File: src/rtl/fifo_sync_param.sv
// fifo_sync_param
//   Parametrised single-clock FIFO used to stage keystream and plaintext words
//   between cipher datapath stages. DEPTH may be any integer >= 2. Pointers wrap
//   explicitly at DEPTH-1, so non-power-of-two depths need no spare entries.
//
// Build option:
//   FIFO_FWFT_EN  defined   -> first-word-fall-through read port
//                             (dout shows the head word while not empty,
//                              and read acknowledges that word)
//                 undefined -> registered read port (dout loaded one cycle
//                              after an accepted read, strobed by dout_valid)
//
// Ports:
//   clk           clock, all state changes on the rising edge
//   rst           synchronous reset, active-high, has priority over everything
//   din           write data
//   write         write request
//   read          read request
//   clr_err       clears the sticky overflow/underflow flags
//   dout          read data
//   dout_valid    dout holds a newly read word (FWFT: dout holds the head word)
//   full          count == DEPTH
//   empty         count == 0
//   almost_full   count >= AF_LEVEL
//   almost_empty  count <= AE_LEVEL
//   count         current occupancy, 0..DEPTH
//   overflow      sticky, set when a write is refused
//   underflow     sticky, set when a read is refused

module fifo_sync_param #(
  parameter int WIDTH    = 8,
  parameter int DEPTH    = 36,
  parameter int AF_LEVEL = 32,
  parameter int AE_LEVEL = 4,
  localparam int CNT_W   = $clog2(DEPTH + 1)
) (
  input  logic             clk,
  input  logic             rst,
  input  logic [WIDTH-1:0] din,
  input  logic             write,
  input  logic             read,
  input  logic             clr_err,
  output logic [WIDTH-1:0] dout,
  output logic             dout_valid,
  output logic             full,
  output logic             empty,
  output logic             almost_full,
  output logic             almost_empty,
  output logic [CNT_W-1:0] count,
  output logic             overflow,
  output logic             underflow
);

  localparam int PTR_W = $clog2(DEPTH);

  localparam logic [PTR_W-1:0] LAST_PTR = PTR_W'(DEPTH - 1);
  localparam logic [CNT_W-1:0] DEPTH_C  = CNT_W'(DEPTH);
  localparam logic [CNT_W-1:0] AF_C     = CNT_W'(AF_LEVEL);
  localparam logic [CNT_W-1:0] AE_C     = CNT_W'(AE_LEVEL);

  // Storage, deliberately not reset.
  logic [WIDTH-1:0] mem_q [DEPTH];

  logic [PTR_W-1:0] head_q, head_d;
  logic [PTR_W-1:0] tail_q, tail_d;
  logic [CNT_W-1:0] count_q, count_d;
  logic             overflow_q, overflow_d;
  logic             underflow_q, underflow_d;

  logic             rd_ok;
  logic             wr_ok;
  logic             full_w;
  logic             empty_w;

  // Explicit wrap keeps the pointer inside 0..DEPTH-1 for any DEPTH.
  function automatic logic [PTR_W-1:0] ptr_inc(input logic [PTR_W-1:0] p);
    return (p == LAST_PTR) ? '0 : p + 1'b1;
  endfunction

  // Status flags are pure decodes of the registered count, so they only move
  // on the edge that commits an accepted operation.
  assign full_w       = (count_q == DEPTH_C);
  assign empty_w      = (count_q == '0);
  assign full         = full_w;
  assign empty        = empty_w;
  assign almost_full  = (count_q >= AF_C);
  assign almost_empty = (count_q <= AE_C);
  assign count        = count_q;
  assign overflow     = overflow_q;
  assign underflow    = underflow_q;

  // A write into a full FIFO is still accepted when a read frees the head
  // slot in the same cycle; count then stays at DEPTH.
  always_comb begin
    rd_ok = read && !empty_w;
    wr_ok = write && (!full_w || rd_ok);
  end

  always_comb begin
    head_d      = head_q;
    tail_d      = tail_q;
    count_d     = count_q;
    overflow_d  = overflow_q;
    underflow_d = underflow_q;

    if (wr_ok) head_d = ptr_inc(head_q);
    if (rd_ok) tail_d = ptr_inc(tail_q);

    unique case ({wr_ok, rd_ok})
      2'b10:   count_d = count_q + 1'b1;
      2'b01:   count_d = count_q - 1'b1;
      default: count_d = count_q;
    endcase

    // A new error in the same cycle as clr_err wins, so nothing is lost.
    if (clr_err) begin
      overflow_d  = 1'b0;
      underflow_d = 1'b0;
    end
    if (write && !wr_ok) overflow_d  = 1'b1;
    if (read  && !rd_ok) underflow_d = 1'b1;
  end

  always_ff @(posedge clk) begin
    if (rst) begin
      head_q      <= '0;
      tail_q      <= '0;
      count_q     <= '0;
      overflow_q  <= 1'b0;
      underflow_q <= 1'b0;
    end else begin
      head_q      <= head_d;
      tail_q      <= tail_d;
      count_q     <= count_d;
      overflow_q  <= overflow_d;
      underflow_q <= underflow_d;
    end
  end

  // Writes are blocked during reset so a burst cut by rst leaves no trace.
  always_ff @(posedge clk) begin
    if (wr_ok && !rst) mem_q[head_q] <= din;
  end

`ifdef FIFO_FWFT_EN

  // Head word is presented directly; read only acknowledges it. Contents are
  // meaningless while empty, which dout_valid reports.
  assign dout       = mem_q[tail_q];
  assign dout_valid = !empty_w;

`else

  logic [WIDTH-1:0] dout_q;
  logic             dout_valid_q;

  // One-cycle read latency; dout holds its last value between reads.
  always_ff @(posedge clk) begin
    if (rst) begin
      dout_q       <= '0;
      dout_valid_q <= 1'b0;
    end else begin
      dout_valid_q <= rd_ok;
      if (rd_ok) dout_q <= mem_q[tail_q];
    end
  end

  assign dout       = dout_q;
  assign dout_valid = dout_valid_q;

`endif

endmodule
File: config.mk
export PLATFORM = sky130hd
export DESIGN_NAME = fifo_sync_param
export DESIGN_NICKNAME = d
export VERILOG_FILES = /design/src/rtl/fifo_sync_param.sv
export SDC_FILE = /design/constraint.sdc
export NUM_CORES = 1
export LEC_CHECK = 0
export CAP_MARGIN = 20
export CORE_UTILIZATION = 47
export DETAILED_ROUTE_END_ITERATION = 10
export SYNTH_ARGS = -nofsm -noshare
export SYNTH_HDL_FRONTEND = slang
export SYNTH_SLANG_ARGS = --single-unit
File: constraint.sdc
create_clock -name clk -period 4.5 [get_ports clk]
set_input_delay 0.675 -clock clk [delete_from_list [all_inputs] [get_ports clk]]
set_output_delay 0.675 -clock clk [all_outputs]
set_load 0.01 [all_outputs]
Word level (Yosys, flattened, before mapping)
Memories as Yosys holds them, arrays and structs flattened. A register that Yosys moved wholly into a read port is not among the register bits. Cells that the tools add are included.

Memory bits (writable): 288. Memories: 1. Logic and storage cells: 41. Flip-flop bits (word level): 21.

Memory list: mem_q (words 36, width 8, read ports 1, clocked after memory_dff 1, write ports 1, line 62) `logic [WIDTH-1:0] mem_q [DEPTH];`.

Add/sub/neg operators: 4. Muxes and demuxes: 8. Eq/ne operators: 5. Magnitude comparators: 2. Reductions and logical operators: 15.

Operators by type and width (count): 6-bit by 1-bit adder with 6-bit output (second input constant) (3); 6-bit equality test (second input constant) (3); 6-bit two-way mux (2); 6-bit one-hot mux with 2 select lines (1); 6-bit >= comparator (second input constant) (1); 6-bit by 3-bit less-or-equal comparator with 1-bit output (second input constant) (1); 6-bit logical NOT (1); 2-bit nonzero test (3); 6-bit by 1-bit subtractor with 6-bit output (second input constant) (1); 1-bit logical AND (5); 1-bit logical NOT (5); 1-bit two-way mux (5); 2-bit by 1-bit equality test with 1-bit output (second input constant) (1); 2-bit equality test (second input constant) (1); 1-bit logical OR (1).

Depth between registers and ports, before layout
Depth in word-level cells: 8. Mapped depth: 10.

Worst setup path before layout
OpenSTA, ideal clock, no wires.

Path kind: register to register. Start point: register count_q[0], in the netlist count[0]. End point: register count_q[5], in the netlist count[5]. Library setup time: 0.121 ns. Setup slack: 1.439 ns. Data arrival time: 2.941 ns. Path buffers: 0. Clock period less this slack: 3.061 ns. Cell stages (with the launch flop): 11. Required time: 4.379 ns. Cells stage by stage: dfxtp_1 or4_4 o31a_4 nand2b_2 inv_1 ha_1 a211oi_1 o21bai_1 a21oi_1 mux2i_1 mux2_2.

Longest elaborated chain between the ends: 7. Elaborated cells between the ends (all ways): 13. Classes of those cells: 2 x add/sub; 3 x eq/ne; 1 x mux; 7 x reduce/logical.

RTL lines: start, declared (line 66) `logic [CNT_W-1:0] count_q, count_d;`; start signal, assigned (line 134) `count_q <= count_d;`; 6-bit logical NOT (line 83) `assign empty_w = (count_q == '0);`; 1-bit logical NOT (line 95) `rd_ok = read && !empty_w;`; 1-bit logical AND (line 95); 1-bit logical OR (line 96) `wr_ok = write && (!full_w || rd_ok);`; 1-bit logical AND (line 96); 2-bit by 1-bit equality test with 1-bit output or 2-bit equality test (tied branches) (line 109) `unique case ({wr_ok, rd_ok})`; 6-bit one-hot mux with 2 select lines or 2-bit nonzero test (tied branches).

Several ways; a longest one is shown, not always the timed one. A chain may end at the register's enable or synchronous reset.

Worst setup path after layout
Same ends and word-level chain as after synthesis.

==> results.yml <==
status:
  outcome: "finished, violations left"
  violations: "DRC"
timing:
  maxSlewViolCount: 0
  hold_violations: 0
  relSlewSlack_pct: 22.4
  period_minus_slack_ns: 3.37
  timing.final.crit_share_pct: 75.0
  finalSetupViolCount: 0
  rsz0062_at_grt: "no"
  setup_tns_ns: 0
  clock_skew_ns: 0.0186
  tightest_slew_ns: 1.16
  fmax_mhz: 296
floorplanning:
  io_pins: 34
  start_util_pct: 48.4
  chipHeight_um: 166
  die_x_um: 166
  row_count: 59
  dieArea_um2: 27700
  core-area_um2: 26300
detailed_routing:
  wl_per_cell_um: 25.8
  routed_wl_um: 29200
  drtIter0Drc: 762
  viasPerCell: 6.05
  ant_nets: 0
  drcViolationCount: 6
  drtPass1Iterations: 8
  vias: 6833
global_route:
  grt_usage_pct: 21.5
  busiest_layer: "met2"
  grt_max_degree: 49
  grt_pass1_wl_um: 43600
  use_met3_pct: 3.71
  antenna_found_initial: 0
  grtUsageMet1_pct: 31.9
  grt_pass1_vias: 6776
  overflow: 0
  met2_usage_pct: 32.6
clock_network:
  clk_latency_ns: 0.51
  cts_setup_buffers: 0
  clkSlewWorstSetupHoldPaths_ns: 0.06
  cts_num_sinks: 317
  cts_made_buffers: 34
  postCtsResizedCells: 0
  h-tree-depth: 2
  clk_path_buf_depth: 3
  cts_tree: "yes"
  root_buffer: "clkbuf_16"
  ctsHoldBuffers: 0
worst_setup_path:
  critical_path_arrival_ns: 3.77
  crit_path_max_fanout: 16
  worst_setup_path_end_kind: "register"
  critPathLaunchType: "register"
  crit_type: "reg -> reg"
  required_ns: 4.89
synth:
  yosysSeqAreaShare_pct: 72.6
  yosys_most_used_dff: "edfxtp_1"
  ys_seq_elements: 317
  synth_edf_count: 288
  syn_area_per_cell_um2: 17.6
  syn_inst: 722
  synth_nets: 742
  synthArstFlopShare_pct: 0
  ys_warn_count: 0
  syn_area_um2: 12700
  synth.distinct_cells: 57
finish:
  post-route-cell-area_um2: 14500
  area_delta_synth_final_pct: 14.2
  nets: 791
  drive_above_1_share_pct: 17.5
  diodes: 0
place:
  place_area_um2: 13400
  io_buffers: 33
  place_hpwl_um: 18900
  place_congestion: 0.876
flow_run:
  maxCapViolations: 0
pwr:
  power_density_nw_per_um2: 528
  power.static_leakage_nw: 4.57
  ir_drop_uv: 207
worst_hold_path:
  min_path_type: "reg -> reg"
[synth_stat cells, types with 5 or more instances]
master      n  area share [%]
edfxtp_1  288              68
inv_1       6            0.18
nand3b_1    7            0.41
nand2_1    21            0.62
o221ai_1    9            0.62
a41o_1      5            0.39
mux4_2     46             8.1
ha_1        6            0.59
o22ai_1     5            0.25
buf_4       8            0.47
mux2_2     13             1.2
buf_2       5            0.20
nor2_1     55             1.6
a22o_1      8            0.55
mux2i_1    57             4.5
dfxtp_1    29             4.6
o21ai_0    10            0.39
a221oi_1    8            0.55
a21oi_1    24            0.94
buf_1       6            0.18
clkbuf_1   21            0.62
nor2b_1     7            0.34
nand3_1     7            0.28
a22oi_1     6            0.35
and3_1      9            0.44
nor3_1      8            0.31
[path summary, 6_finish.rpt]
kind / endpoint / startpoint / slack (ns) / cells past startpoint
hold reg to reg: overflow$_SDFFE_PP0P_ / overflow$_SDFFE_PP0P_ / 0.52 / 2
setup reg to reg: count[5]$_SDFFE_PP0P_ / count[0]$_SDFFE_PP0P_ / 1.13 / 10
hold / removal: overflow$_SDFFE_PP0P_ / overflow$_SDFFE_PP0P_ / 0.52 / 2
setup / recovery: count[5]$_SDFFE_PP0P_ / count[0]$_SDFFE_PP0P_ / 1.13 / 10
[final cells by class]
| cell class | instances | area (um^2) |
|---|---|---|
| Inverter | 6 | 22.5 |
| Timing Repair Buffer | 54 | 508 |
| Fill cell | 1999 | 11800 |
| Sequential cell | 317 | 9230 |
| Tap cell | 335 | 419 |
| Clock buffer | 44 | 930 |
| Clock inverter | 16 | 133 |
| Multi-Input combinational cell | 358 | 3270 |
[through the flow]
step | hold WS, ns | cells | setup WS, ns | util (%) | power [mW]
after detailed placement | 0.507 | 1069 | 0.841 | 51.1 | 5.08
after floorplan | 0.480 | 722 | 1.44 | - | 4.53
after global routing | 0.582 | 1130 | 0.893 | 55.2 | 7.95
final | 0.518 | 1130 | 1.13 | 55.2 | 7.66
after global placement | 0.489 | 1069 | 0.848 | 51.1 | 5.06
after CTS | 0.524 | 1129 | 1.13 | 55.2 | 7.72
[flip-flops by register name, indices dropped and copies added (netlist names)]
signal,cells
mem_q,288
count,6
tail_q,6
underflow,1
dout_valid,1
head_q,6
overflow,1
dout,8
[report_power, final]
part	internal [mW]	switching [mW]
Clock	1.57	1.08
Combinational	0.779	0.761
Sequential	3.28	0.194
[layout by cell type, fill, tap and decap left out, types with 7 or more instances in the layout]
master	count
nand3b_1	7
nor3_1	8
a221oi_1	8
a21oi_1	24
nand3_1	7
edfxtp_1	288
buf_4	19
o221ai_1	9
nor2_1	55
dfxtp_1	27
mux2i_1	57
a22o_1	8
clkbuf_16	35
clkbuf_1	7
and3_1	9
nand2_1	21
clkdlybuf4s50_1	33
o21ai_0	10
mux2_2	13
mux4_2	46
nor2b_1	7
[routing by layer]
metal / routed length [um] / vias up
met3: 2060 / 51
met2: 13300 / 310
li1: - / 3010
met5: 0 / -
met1: 13100 / 3462
met4: 682 / 0
[cell families (layout without fill, tap and decap cells)]
kind of cell / count (synthesis) / count (layout) / share of synthesized area (%)
XOR/XNOR: 8 / 8 / 0.551
AO/OA/AOI/OAI: 95 / 95 / 5.39
AND/OR/NAND/NOR: 132 / 132 / 5.21
flip-flops: 317 / 317 / 72.6
multiplexers: 116 / 116 / 13.8
adder cells (fa/ha/maj): 7 / 7 / 0.748
buffers and inverters: 47 / 120 / 1.73
[critical path, stage by stage (launching register included)]
cell and delay (ns):
dfxtp_1 0.39, or4_4 0.62, o31a_4 0.39, nand2b_2 0.15, inv_1 0.17, ha_1 0.34
a211oi_1 0.32, o21bai_1 0.12, a21oi_1 0.18, mux2i_1 0.23, mux2_2 0.34
(Power assumes the default switching activity.)
